<file path="src/rtl/reset_sequencer.sv">
// reset_sequencer: gathers power-up/input reset, a filtered asynchronous
// external request and a software pulse. It holds every reset domain for
// CYCLES clocks after the last event, then releases the domains one by one,
// STAGE_GAP clocks apart. It also reports the last cause and keeps a
// saturating event count.
module reset_sequencer #(
    parameter int CYCLES        = 20,
    parameter int CHANNELS      = 3,
    parameter int STAGE_GAP     = 4,
    parameter int FILTER_CYCLES = 3
) (
    input  logic                clk,
    input  logic                reset,
    input  logic                ext_rst_req,
    input  logic                sw_rst_req,
    output logic [CHANNELS-1:0] reset_o,
    output logic                ready,
    output logic [1:0]          cause,
    output logic [7:0]          rst_count
);

    // The hold counter runs from 0 up to RUN_AT and then stops.
    // Reaching RUN_AT puts the FSM in RUN.
    localparam int RUN_AT = CYCLES + (CHANNELS - 1) * STAGE_GAP + 1;
    localparam int CW     = $clog2(RUN_AT + 1);
    localparam int FW     = $clog2(FILTER_CYCLES + 1);

    localparam logic [CW-1:0] RUN_CNT = CW'(RUN_AT);
    localparam logic [FW-1:0] FLT_MAX = FW'(FILTER_CYCLES);

    localparam logic [1:0] CAUSE_RST = 2'b00;
    localparam logic [1:0] CAUSE_EXT = 2'b01;
    localparam logic [1:0] CAUSE_SW  = 2'b10;

    // A zero or negative parameter gives a meaningless sequence, so elaboration stops.
    if (CYCLES < 1 || CHANNELS < 1 || STAGE_GAP < 1 || FILTER_CYCLES < 1) begin : g_bad_params
        $error("reset_sequencer: all parameters must be >= 1");
    end

    typedef enum logic [1:0] {
        S_HOLD    = 2'b00,
        S_RELEASE = 2'b01,
        S_RUN     = 2'b10
    } state_t;

    // Every register powers up at its reset value. The sequence therefore
    // runs even when no reset pulse arrives.
    state_t                r_state     = S_HOLD;
    logic [CW-1:0]         r_cnt       = '0;
    logic [CHANNELS-1:0]   r_reset_o   = {CHANNELS{1'b1}};
    logic                  r_ready     = 1'b0;
    logic [1:0]            r_cause     = 2'b00;
    logic [7:0]            r_count     = 8'h00;
    logic                  r_ext_s1    = 1'b0;
    logic                  r_ext_s2    = 1'b0;
    logic [FW-1:0]         r_fcnt      = '0;
    logic                  r_ext_acc_d = 1'b0;

    state_t                w_state_nxt;
    logic [CW-1:0]         w_cnt_nxt;
    logic [CW-1:0]         w_cnt_inc;
    logic [CHANNELS-1:0]   w_reset_o_nxt;
    logic                  w_ready_nxt;
    logic [1:0]            w_cause_nxt;
    logic [7:0]            w_count_nxt;
    logic [7:0]            w_count_inc;
    logic [FW-1:0]         w_fcnt_nxt;
    logic                  w_ext_acc;
    logic                  w_restart;

    // The external request is accepted while the filter stays saturated.
    assign w_ext_acc = (r_fcnt == FLT_MAX);
    assign w_restart = w_ext_acc | sw_rst_req;

    // Filter: count up while the synchronised request is high, and clear it when the request is low.
    always_comb begin
        w_fcnt_nxt = r_fcnt;
        if (r_ext_s2) begin
            if (r_fcnt == FLT_MAX) begin
                w_fcnt_nxt = r_fcnt;
            end else begin
                w_fcnt_nxt = r_fcnt + FW'(1);
            end
        end else begin
            w_fcnt_nxt = '0;
        end
    end

    // Next-state and hold-counter logic. An event restarts HOLD from any state.
    always_comb begin
        w_state_nxt = r_state;
        w_cnt_nxt   = r_cnt;
        w_cnt_inc   = (r_cnt == RUN_CNT) ? r_cnt : (r_cnt + CW'(1));
        if (w_restart) begin
            w_state_nxt = S_HOLD;
            w_cnt_nxt   = '0;
        end else begin
            case (r_state)
                S_HOLD: begin
                    w_cnt_nxt = w_cnt_inc;
                    if (int'(w_cnt_inc) >= CYCLES) begin
                        w_state_nxt = S_RELEASE;
                    end else begin
                        w_state_nxt = S_HOLD;
                    end
                end
                S_RELEASE: begin
                    w_cnt_nxt = w_cnt_inc;
                    if (w_cnt_inc == RUN_CNT) begin
                        w_state_nxt = S_RUN;
                    end else begin
                        w_state_nxt = S_RELEASE;
                    end
                end
                S_RUN: begin
                    w_cnt_nxt   = r_cnt;
                    w_state_nxt = S_RUN;
                end
                default: begin
                    w_cnt_nxt   = '0;
                    w_state_nxt = S_HOLD;
                end
            endcase
        end
    end

    // Staged release: channel i drops once the counter reaches CYCLES + i*STAGE_GAP.
    always_comb begin
        w_reset_o_nxt = {CHANNELS{1'b1}};
        for (int i = 0; i < CHANNELS; i++) begin
            w_reset_o_nxt[i] = (int'(w_cnt_nxt) < (CYCLES + i * STAGE_GAP));
        end
        w_ready_nxt = (w_state_nxt == S_RUN);
    end

    // Cause and event count. When events coincide, external wins over software.
    // A held external request is counted only on the cycle it becomes accepted.
    always_comb begin
        w_cause_nxt = r_cause;
        w_count_nxt = r_count;
        w_count_inc = (r_count == 8'hFF) ? r_count : (r_count + 8'd1);
        if (w_ext_acc) begin
            w_cause_nxt = CAUSE_EXT;
            if (!r_ext_acc_d) begin
                w_count_nxt = w_count_inc;
            end else begin
                w_count_nxt = r_count;
            end
        end else if (sw_rst_req) begin
            w_cause_nxt = CAUSE_SW;
            w_count_nxt = w_count_inc;
        end else begin
            w_cause_nxt = r_cause;
            w_count_nxt = r_count;
        end
    end

    // Two-flop synchroniser and filter counter for the asynchronous request.
    always_ff @(posedge clk) begin
        if (reset) begin
            r_ext_s1    <= 1'b0;
            r_ext_s2    <= 1'b0;
            r_fcnt      <= '0;
            r_ext_acc_d <= 1'b0;
        end else begin
            r_ext_s1    <= ext_rst_req;
            r_ext_s2    <= r_ext_s1;
            r_fcnt      <= w_fcnt_nxt;
            r_ext_acc_d <= w_ext_acc;
        end
    end

    // FSM state, hold counter and registered outputs.
    always_ff @(posedge clk) begin
        if (reset) begin
            r_state   <= S_HOLD;
            r_cnt     <= '0;
            r_reset_o <= {CHANNELS{1'b1}};
            r_ready   <= 1'b0;
            r_cause   <= CAUSE_RST;
            r_count   <= 8'h00;
        end else begin
            r_state   <= w_state_nxt;
            r_cnt     <= w_cnt_nxt;
            r_reset_o <= w_reset_o_nxt;
            r_ready   <= w_ready_nxt;
            r_cause   <= w_cause_nxt;
            r_count   <= w_count_nxt;
        end
    end

    assign reset_o   = r_reset_o;
    assign ready     = r_ready;
    assign cause     = r_cause;
    assign rst_count = r_count;

endmodule
</file>
<file path="config.mk">
export PLATFORM = sky130hd
export DESIGN_NAME = reset_sequencer
export DESIGN_NICKNAME = d
export VERILOG_FILES = /design/src/rtl/reset_sequencer.sv
export SDC_FILE = /design/constraint.sdc
export NUM_CORES = 1
export LEC_CHECK = 0
export BUFFER_PORTS_ARGS = -buffer_cell sky130_fd_sc_hd__buf_4
export CORE_MARGIN = 8
export CORE_UTILIZATION = 50
export DETAILED_ROUTE_END_ITERATION = 7
export GPL_TIMING_DRIVEN = 0
export MAX_ROUTING_LAYER = met4
export PLACE_DENSITY = 0.72
export RECOVER_POWER = 100
export SLEW_MARGIN = 30
export SYNTH_ARGS = -nofsm -noshare
export SYNTH_HDL_FRONTEND = slang
export SYNTH_SLANG_ARGS = --single-unit
</file>
<file path="constraint.sdc">
create_clock -name clk -period 2 [get_ports clk]
set_input_delay 0.2 -clock clk [delete_from_list [all_inputs] [get_ports clk]]
set_output_delay 0.2 -clock clk [all_outputs]
set_load 0.03 [all_outputs]
</file>
; After elaboration in Yosys (flattened, before gate mapping)
; Index checks and enable logic that the tools add are counted.
[classes]
n_addsub = 3
n_mul = 0
div_mod_pow = 0
order_cmp = 4
n_eq_ne = 8
n_shift = 0
muxes = 13
n_bitwise = 2
reduce_logical = 6
[op_table]
columns = cell, count
row1 = 8-bit 2-to-1 mux, 4
row2 = "5-bit less-than comparator, second input constant", 3
row3 = "5-bit equality test, second input constant", 2
row4 = 5-bit 2-to-1 mux, 2
row5 = 5-bit case mux with 2 select lines, 1
row6 = "8-bit by 1-bit adder with 8-bit output, second input constant", 1
row7 = "8-bit equality test, second input constant", 1
row8 = "2-bit equality test, second input constant", 3
row9 = 2-bit case mux with 3 select lines, 1
row10 = 2-bit OR reduction, 3
row11 = "5-bit by 1-bit adder with 5-bit output, second input constant", 1
row12 = "5-bit >= comparator, second input constant", 1
row13 = 2-bit 2-to-1 mux, 2
row14 = 1-bit 2-to-1 mux, 3
row15 = "2-bit by 1-bit adder with 2-bit output, second input constant", 1
row16 = "2-bit by 1-bit equality test with 1-bit output, second input constant", 1
row17 = 2-bit zero test, 1
row18 = "2-bit inequality test, second input constant", 1
row19 = 2-bit AND reduction, 1
row20 = 2-bit nonzero test, 1
row21 = 1-bit NOT, 1
row22 = 1-bit bitwise OR, 1
[totals]
reg_bits = 26
latchBits = 0
mem_bits_rw = 0
romBits = 0
in_bits = 4
out_inout_bits = 14
elab_cells = 47
memories = 0

; Longest topological paths before layout
[logic_depth]
ltp_word = 7
ltp_mapped = 7

; Least setup slack after synthesis
; Ideal clock, no wire load.
[synth_path]
kind = reg2reg
from = register r_cnt[1]
to = register r_cnt[3]
setup_time_ps = 115
arrival_ps = 1575
required_time_ps = 1885
setup_slack_ps = 310
path_stages_with_launch = 7
path_buffers = 0
period_less_slack_ps = 1690
cell_sequence = dfxtp_1 inv_1 ha_1 nand2_1 or4b_4 o211a_1 and2_1
[synth_via]
elab_chain_len = 4
[synth_lines]
columns = item, line
row1 = from (decl), 49  ; logic [CW-1:0] r_cnt = '0;
row2 = from (signal assigned), 184  ; r_cnt <= w_cnt_nxt;
row3 = 5-bit by 1-bit adder with 5-bit output / 5-bit equality test (equally long branches), 93  ; w_cnt_inc = (r_cnt == RUN_CNT) ? r_cnt : (r_cnt + CW'(1));
row4 = 5-bit 2-to-1 mux *, 93
row5 = 5-bit case mux with 2 select lines *, 98  ; case (r_state)
row6 = 5-bit 2-to-1 mux *, 94  ; if (w_restart) begin
; Every way passes the cells marked *; elsewhere a longest branch is shown, timed or not.
; A chain may end at the register's enable or synchronous reset.

; Worst setup path in the final report
; Ends and elaborated chain as after synthesis.

==> flow_summary.ini <==
[final_layout]
syn_to_final_growth_pct = 11.51
nets = 164
fill_cells = 231
antenna_cells = 0
drive_gt1_share_pct = 9.032

[synthesis]
synth-xor-area-share_pct = 5.224
synth_top_cell_area_share_pct = 44.35
yosys_warnings = 0
synth_top_family_by_area = simple AND/OR/NAND/NOR gates
synth_most_common_cell = dfxtp_1
synth-simple-area-share_pct = 25.80
ys_seq_area_share_pct = 44.35
synth_common_cells = dfxtp_1 (26), nor2_1 (15), nand2_1 (10)
synthAdderAreaFrac_pct = 4.264
async_flop_share_pct = 0
yosysTopAreaCell = dfxtp_1
syn_avg_cell_area_um2 = 8.758
synthCells = 134
ys.flop_type = dfxtp_1
syn_area_um2 = 1174
muxShareOfSynthArea_pct = 0.8529
yosys-top-cells-area = dfxtp_1 (44%), xor2_1 (5.2%), nor2_1 (4.8%)
synth_edf_count = 0
synth-seq-cells = 26
synth_compound_area_share_pct = 15.67
ys_types = 35
synth_fp_nets = 142

[job]
drv_cap = 0

[floorplan]
io_pins = 18
start_util_pct = 53.05
num_rows = 17
floorplan.core_area_um2 = 2212
die_x_um = 64.45
fp.dieH_um = 64.45
die_area_um2 = 4154

[clock_tree]
clock-sinks = 26
numCtsBuffers = 3
clockBufferDepth = 2
clk_pin_slew_ns = 0.15
hold_buffers = 0
cts_setup_buffers = 0
cts_tree = built
clock_latency_ns = 0.32
htreeDepth = 1
cts_resized = 0
root_buffer = clkbuf_4

[route]
ant_nets = 0
vias = 984
drt_iter0_drc = 22
first_pass_iters = 4
remaining_drc_errors = 0
wirelength_um = 2293
wl_per_cell_um = 12.53
routed_via_density = 5.377

[grt]
grt_pass1_wl_um = 3995
grt_pass1_vias = 934
antenna_found_initial = 0
grt_usage_pct = 11.91
grt_max_degree = 15
gr-total-overflow = 0

[sta]
timing.fmax_mhz = 541.1
fin_worst_skew_ns = 0.01292
hold_ws_ns = 0.09029
timing.final.crit_share_pct = 92.40
tns_ns = 0
rsz0062_at_grt = false
setup_viol = 0
post-route-min-period_ns = 1.848
drv_slew = 0
worst_pin_slew_ns = 0.4416
hold_violations = 0
relSlewSlack_pct = 70.38

[power]
powerDensity_nw_per_um2 = 656.8
clockPowerShare_pct = 30.9
combPwrFrac_pct = 6.6
p_switching_w = 0.0002000
p_int_w = 0.0006596
p_leak_nw = 0.4958
swShare_pct = 23.27
finalPower_w = 0.0008596
irDropWorstVdd_v = 0.0006416
power_frac_seq_pct = 62.5

[status]
status = finished, final reports clean

[setup_path]
end_kind = flop
cpPeakStageDelay_ns = 0.48
critical_path_arrival_ns = 2.09
startpoint_type = flop
timing.critical_path.required_ns = 2.24
r2r_start = r_cnt[1]$_SDFFE_PP0P_
reg2reg_slack_ns = 0.15
cp_slowest_cell = or4b_1
crit_chain = inv_1, ha_1, nand2_1, or4b_1, o211a_1, and2_1
critPathKind = flop to flop
startpoint = r_cnt[1]$_SDFFE_PP0P_
crit_end = r_cnt[3]$_SDFF_PP0_
cp_max_fo = 5
r2r_cells = 6
timing.rr.end = r_cnt[3]$_SDFF_PP0_

[place]
dpl.hpwl_um = 1703
portBuffers = 17
place.gp.congestion = 0.9080

[min_path]
hold_class = input pin to flop
==> cells by family (layout without fill, tap and decap cells) <==
group | Yosys count | after routing
and+or+nand+nor | 59 | 59
AOI/OAI and AO/OA | 28 | 28
DFF | 26 | 26
buffers and inverters | 9 | 30
xor gates and xnor gates | 7 | 7
adders and majority gates | 4 | 4
muxes | 1 | 1
==> through the flow <==
| step | instance area, um^2 | util, % | instances | setup slack, ns |
|---|---|---|---|---|
| finish | 1309 | 59.16 | 183 | 0.1521 |
| floorplan | 1174 | - | 134 | 0.3102 |
| CTS | 1373 | 62.05 | 183 | 0.1611 |
| global placement | 1336 | 60.41 | 179 | 0.1802 |
| global route | 1309 | 59.16 | 183 | 0.04658 |
| detailed placement | 1336 | 60.41 | 179 | 0.1873 |
==> worst max-delay path, delay by kind of cell, from the launching register on <==
family                   cells  cell delay (ns)
AO/OA/AOI/OAI                1             0.27
adder cells (fa/ha/maj)      1             0.23
buffers and inverters        1             0.08
flip-flops                   1             0.40
AND/OR/NAND/NOR              3             0.78
==> flip-flops by register name (all words and copies together) (netlist names) <==
signal and count:
cause 2, r_cnt 5, r_ext_acc_d 1, r_ext_s1 1
r_ext_s2 1, r_fcnt 2, r_state 2, ready 1
reset_o 3, rst_count 8
==> final cells by class <==
class	instances	area, um^2	share of cell area (%)
Sequential cell	26	520.5	39.77
Clock buffer	4	36.28	2.772
Buffer	5	30.03	2.294
Timing Repair Buffer	17	71.32	5.449
Inverter	4	15.01	1.147
Multi-Input combinational cell	99	600.6	45.89
Tap cell	28	35.03	2.677
==> power by group through the flow <==
stage	logic (W)	clock network, W	registers (W)
after floorplan	0.0000306	0	0.000558
after global placement	0.0000620	0	0.000548
after detailed placement	0.0000627	0	0.000548
after CTS	0.0000629	0.000272	0.000537
after global routing	0.0000640	0.000291	0.000539
final	0.0000568	0.000266	0.000537
==> routing by layer <==
| layer | track usage, % | wire length [um] |
|---|---|---|
| met1 | 15.32 | 1177 |
| met2 | 17.76 | 1010 |
| met3 | 2.921 | 80 |
| met4 | 4.087 | 23 |
| met5 | - | 0 |
==> placed cells by master, fill, tap and decap left out, types with 5 or more instances in the layout <==
cell,count
nand2_1,10
a21oi_1,6
xor2_1,7
nor3_1,5
dfxtp_1,26
nor2_1,15
o21ai_0,7
nand3_1,9
nor2b_1,5
clkbuf_1,16
==> how the worst min path moves through the flow <==
stage	depth (start not counted)	slack (ns)	endpoint	startpoint
floorplan	1	0.27	r_ext_s2$_SDFF_PP0_	reset
global placement	2	0.40	r_ext_s2$_SDFF_PP0_	reset
detailed placement	2	0.41	r_ext_s2$_SDFF_PP0_	reset
CTS	2	0.05	r_ext_s2$_SDFF_PP0_	reset
global route	2	0.09	r_ext_s1$_SDFF_PP0_	ext_rst_req
finish	2	0.09	r_ext_s1$_SDFF_PP0_	ext_rst_req
Power figures use the tool's default switching activity.
